<file path="src/rtl/mem_pkg.sv">
// Shared definitions for the memory arbiter: FSM states, access widths and
// the request payload carried from requesters to the memory-controller bus.
package mem_pkg;

  typedef enum logic [1:0] {
    IDLE   = 2'd0,
    BUSY_I = 2'd1,
    BUSY_D = 2'd2
  } arb_state_t;

  localparam logic [1:0] WIDTH_B = 2'd0;
  localparam logic [1:0] WIDTH_H = 2'd1;
  localparam logic [1:0] WIDTH_W = 2'd2;

  localparam logic FETCH_WE         = 1'b0;
  localparam logic FETCH_ZEROEXTEND = 1'b0;

  typedef struct packed {
    logic [31:0] addr;
    logic [31:0] wdata;
    logic [1:0]  width;
    logic        we;
    logic        zeroextend;
  } mem_req_t;

  // Instruction fetches are always full-word reads.
  function automatic mem_req_t fetch_req(input logic [31:0] addr);
    mem_req_t r;
    r            = '0;
    r.addr       = addr;
    r.width      = WIDTH_W;
    r.we         = FETCH_WE;
    r.zeroextend = FETCH_ZEROEXTEND;
    return r;
  endfunction

endpackage

</file>
<file path="src/rtl/mem_arbiter.sv">
// Arbitrates instruction-fetch and load/store requesters onto one memory bus.
// Data has priority, bounded by a streak limit; each access has a timeout.
module mem_arbiter
  import mem_pkg::*;
#(
  parameter int MAX_DATA_STREAK = 4,
  parameter int TIMEOUT_CYCLES  = 16
) (
  input  logic        i_clk,
  input  logic        i_rst,
  input  logic        i_inst_req,
  input  logic [31:0] i_inst_addr,
  output logic        o_inst_ack,
  output logic [31:0] o_inst_rdata,
  input  logic        i_data_req,
  input  logic [31:0] i_data_addr,
  input  logic [31:0] i_data_wdata,
  input  logic [1:0]  i_data_width,
  input  logic        i_data_we,
  input  logic        i_data_zeroextend,
  output logic        o_data_ack,
  output logic [31:0] o_data_rdata,
  output logic        o_bus_req,
  output logic [31:0] o_bus_addr,
  output logic [31:0] o_bus_wdata,
  output logic [1:0]  o_bus_width,
  output logic        o_bus_we,
  output logic        o_bus_zeroextend,
  input  logic        i_bus_ack,
  input  logic [31:0] i_bus_rdata,
  output logic        o_timeout
);

  localparam int STREAK_W = $clog2(MAX_DATA_STREAK + 1);
  localparam logic [STREAK_W-1:0] STREAK_MAX = STREAK_W'(MAX_DATA_STREAK);
  localparam int WAIT_W = (TIMEOUT_CYCLES > 2) ? $clog2(TIMEOUT_CYCLES) : 1;
  localparam logic [WAIT_W-1:0] WAIT_LAST =
    (TIMEOUT_CYCLES == 0) ? '0 : WAIT_W'(TIMEOUT_CYCLES - 1);
  localparam logic TIMEOUT_EN = (TIMEOUT_CYCLES != 0);

  arb_state_t          state_q, state_d;
  logic [STREAK_W-1:0] streak_q, streak_d;
  logic [WAIT_W-1:0]   wait_q, wait_d;
  mem_req_t            bus_q, bus_d;

  logic     busy, ack_hit, timed_out, done;
  logic     inst_done, data_done, inst_cand, data_cand;
  logic     eval, grant_i, grant_d;
  mem_req_t data_payload;

  always_comb begin
    busy      = (state_q != IDLE);
    ack_hit   = busy && i_bus_ack && !i_rst;
    timed_out = TIMEOUT_EN && busy && !i_bus_ack && !i_rst && (wait_q == WAIT_LAST);
    done      = ack_hit || timed_out;
    inst_done = done && (state_q == BUSY_I);
    data_done = done && (state_q == BUSY_D);
    // The requester finishing this cycle cannot win the next slot.
    inst_cand = i_inst_req && !inst_done;
    data_cand = i_data_req && !data_done;
    eval      = (state_q == IDLE) || done;
    grant_d   = eval && data_cand && !(inst_cand && (streak_q == STREAK_MAX));
    grant_i   = eval && inst_cand && !grant_d;

    data_payload            = '0;
    data_payload.addr       = i_data_addr;
    data_payload.wdata      = i_data_wdata;
    data_payload.width      = i_data_width;
    data_payload.we         = i_data_we;
    data_payload.zeroextend = i_data_zeroextend;
  end

  // A data grant counts toward the streak even on an otherwise-clearing idle cycle.
  always_comb begin
    state_d  = state_q;
    streak_d = streak_q;
    wait_d   = wait_q;
    bus_d    = bus_q;
    if (grant_d) begin
      state_d  = BUSY_D;
      bus_d    = data_payload;
      wait_d   = '0;
      streak_d = (streak_q == STREAK_MAX) ? streak_q : streak_q + 1'b1;
    end else if (grant_i) begin
      state_d  = BUSY_I;
      bus_d    = fetch_req(i_inst_addr);
      wait_d   = '0;
      streak_d = '0;
    end else if (done) begin
      state_d = IDLE;
      wait_d  = '0;
    end else if (busy) begin
      wait_d = wait_q + 1'b1;
    end else if (!i_inst_req) begin
      streak_d = '0;
    end
  end

  always_ff @(posedge i_clk) begin
    if (i_rst) begin
      state_q  <= IDLE;
      streak_q <= '0;
      wait_q   <= '0;
      bus_q    <= '0;
    end else begin
      state_q  <= state_d;
      streak_q <= streak_d;
      wait_q   <= wait_d;
      bus_q    <= bus_d;
    end
  end

  always_comb begin
    o_bus_req        = busy;
    o_bus_addr       = bus_q.addr;
    o_bus_wdata      = bus_q.wdata;
    o_bus_width      = bus_q.width;
    o_bus_we         = bus_q.we;
    o_bus_zeroextend = bus_q.zeroextend;
    o_inst_ack       = inst_done;
    o_data_ack       = data_done;
    o_inst_rdata     = (inst_done && ack_hit) ? i_bus_rdata : '0;
    o_data_rdata     = (data_done && ack_hit) ? i_bus_rdata : '0;
    o_timeout        = timed_out;
  end

endmodule

</file>
<file path="config.mk">
export PLATFORM = sky130hd
export DESIGN_NAME = mem_arbiter
export DESIGN_NICKNAME = d
export VERILOG_FILES = /design/src/rtl/mem_pkg.sv /design/src/rtl/mem_arbiter.sv
export SDC_FILE = /design/constraint.sdc
export NUM_CORES = 1
export LEC_CHECK = 0
export ABC_AREA = 1
export CORE_MARGIN = 8
export CORE_UTILIZATION = 31
export DETAILED_ROUTE_END_ITERATION = 7
export PLACE_DENSITY_LB_ADDON = 0.3
export RECOVER_POWER = 100
export REMOVE_ABC_BUFFERS = 1
export SYNTH_ARGS = -nofsm -noshare
export SYNTH_HDL_FRONTEND = slang
export SYNTH_SLANG_ARGS = --single-unit
</file>
<file path="constraint.sdc">
create_clock -name i_clk -period 1.7 [get_ports i_clk]
set_input_delay 0.425 -clock i_clk [delete_from_list [all_inputs] [get_ports i_clk]]
set_output_delay 0.425 -clock i_clk [all_outputs]
set_load 0.01 [all_outputs]
</file>
==> flow_summary.toml <==
[timing]
whs_ns = 0.462
final_max_slew_viol_count = 0
worst_pin_slew_ns = 0.566
rsz0062_at_grt = "true"
clock.fmax_mhz = 398
setup_tns_ns = -61.80
layout_min_cycle_time_ns = 2.52
fin_worst_skew_ns = 0.00743
max_slew_margin = 0.623
timing.final.crit_share = 1.48
finalHoldViolations = 0
finalSetupViolCount = 149
layout_setup_ws_ns = -0.815

[worst_setup_path]
crit_required_ns = 1.27
path_cells = "ha_4 -> nand2_2 -> nor2_1 -> nand2_1 -> nand2_2 -> inv_2 -> nor3_4 -> nand3_2 -> buf_4 -> buf_12 -> nor2_1 -> buf_2"
critical_path_arrival_ns = 2.09
crit_slowest_cell = "dfxtp_2"
endpoint_kind = "primary output"
r2r_start = "wait_q[0]"
cp-startpoint = "wait_q[0]"
critPathLaunchType = "flop"
critPathKind = "flop to primary output"
path_delay_family = "simple AND/OR/NAND/NOR gates"
worstPathMaxFanout = 16
max_stage_delay_ns = 0.35
critPathBufInv = 4

[drt]
drt_pass1_iterations = 4
vias = 4898
viasPerCell = 4.94
finalWirelength_mm = 19.1
wl_per_cell_um = 19.3
drtIter0Drc = 209
drcViolationCount = 0
ant_nets = 0

[power]
ir_worst_vdd_uv = 566
finalPower_mw = 6.54
cellPowerDensity_nw_per_um2 = 778
total_leakage_power_nw = 3.52

[clock_tree]
numCtsBuffers = 9
clkTransAtPathRegs_ns = 0.06
cts_tree = "built"
htreeDepth = 3
clockBufferDepth = 2
cts.sinks = 77
cts_hold_buf = 0
clock_latency_ns = 0.33
root_buffer = "clkbuf_16"

[logic_synthesis]
synth-seq-cells = 77
avgSynthCellArea_um2 = 6.90
ys_seq_area_frac = 0.434
synth_warnings = 0
synthDistinctLibCells = 29
synthCells = 515
post_synth_instance_area_um2 = 3550

[die]
io_pins = 273
die_y_um = 123
start_util = 0.314
placementRows = 39
die_w_um = 123
core_um2 = 11300
dieArea_um2 = 15100

[grt]
grt_pass1_wl_mm = 25.0
grt-ovfl-total = 0
antenna_found_initial = 0
grt_pass1_vias = 4862
grt.total_usage = 0.209
grt_max_degree = 36

[layout]
multi_input_comb_area_um2 = 2490
syn2layout_area_growth_pct = 136
seq_area_um2 = 1550
finalNetCount = 984
antenna_cells = 0
drive_above_1_share = 0.397
fill_cells = 787
fin_area_um2 = 8400

[placement]
routabilityCongestion = 0.903
port-buffer-count = 272
place_area_um2 = 6670
dpl.hpwl_mm = 11.8
preCtsSetupSlack_ns = -1.21

[worst_hold_path]
holdCritStartpoint = "o_bus_wdata[27]"
hp-class = "flop to flop"

[status]
violations = "negative setup slack"
outcome = "finished, violations left"

[job]
cap_violations = 0
==> worst min-delay path, stage by stage (launching register included) <==
cell and delay (ns):
dfxtp_1 0.31, nand2_1 0.06, a21oi_1 0.05
==> cell families (layout without fill, tap and decap cells) <==
logic type               Yosys count  after routing  share of synthesized area
AND/OR/NAND/NOR                  247            247                      0.282
adder cells (fa/ha/maj)            3              3                     0.0106
XOR/XNOR                           4              4                    0.00986
buffers and inverters             78            412                     0.0979
AO/OA/AOI/OAI                    106            106                      0.166
flip-flops                        77             77                      0.434
==> where the power goes <==
part / switching (mW) / internal (mW)
Combinational: 1.05 / 1.27
Clock: 0.765 / 1.37
Sequential: 0.114 / 1.98
==> final timing paths <==
check	end	slack [ns]	cells after the start
max	o_data_rdata[13]	-0.82	12
min	o_bus_wdata[27]	0.46	2
max reg2reg	o_bus_wdata[12]	-0.42	17
min reg2reg	o_bus_wdata[27]	0.46	2
==> cell usage in the layout (no fill, tap or decap), types with 12 or more instances in the layout <==
master,synthesis,routed
clkdlybuf4s50_1,0,193
nand2_1,152,125
dfxtp_1,77,73
buf_2,7,43
inv_1,40,36
buf_6,5,36
nor2_2,2,33
buf_4,1,33
nor2_4,0,25
a21oi_2,4,25
o21ai_2,0,23
a31oi_1,32,22
nand2_2,2,18
nor2_1,74,18
clkbuf_16,0,17
a21oi_1,35,14
buf_12,0,14
nand2_4,3,12
==> flip-flops by register name, indices dropped and copies added (netlist names) <==
name,flops
state_q,2
wait_q,4
o_bus_width,2
o_bus_addr,32
o_bus_zeroextend,1
o_bus_wdata,32
streak_q,3
o_bus_we,1
==> through the flow <==
step	utilization	instances
floorplan	-	482
global placement	0.589	935
detailed placement	0.589	935
CTS	0.657	975
global route	0.742	992
finish	0.742	992
==> cells in the mapped netlist (all sizes together) <==
library cell,number,area (um^2)
o21ai,33,165
nor2,77,310
xnor2,1,8.76
nand4,1,6.26
nand3,9,45.0
clkbuf,19,71.3
a211oi,1,7.51
a21oi,39,210
nand2,157,617
buf,14,103
a31oi,32,200
ha,3,37.5
nor3,2,15.0
xor2,3,26.3
inv,45,174
a21boi,1,7.51
dfxtp,77,1540
nand3b,1,7.51
==> routing by layer <==
layer	routed length [um]	up-vias	GRT usage
met4	600	0	0.0843
met2	10200	230	0.399
li1	-	2313	-
met1	6720	2309	0.209
met5	0	-	0
met3	1640	46	0.0598
==> what timing repair did <==
| item | CTS | global route |
|---|---|---|
| pin swaps | 11 | 23 |
| buffers inserted | 17 | 12 |
| resized for setup | 385 | 204 |
| endpoints found under the hold margin | 0 | 0 |
| endpoints found under the setup margin | 144 | 153 |
| cloned | 11 | 8 |
==> cell type report <==
| type | instances | share of cell area |
|---|---|---|
| Multi-Input combinational cell | 360 | 0.296 |
| Inverter | 45 | 0.0225 |
| Clock inverter | 5 | 0.00968 |
| Sequential cell | 77 | 0.185 |
| Timing Repair Buffer | 351 | 0.436 |
| Tap cell | 143 | 0.0213 |
| Clock buffer | 11 | 0.0301 |
(Power assumes the default switching activity.)
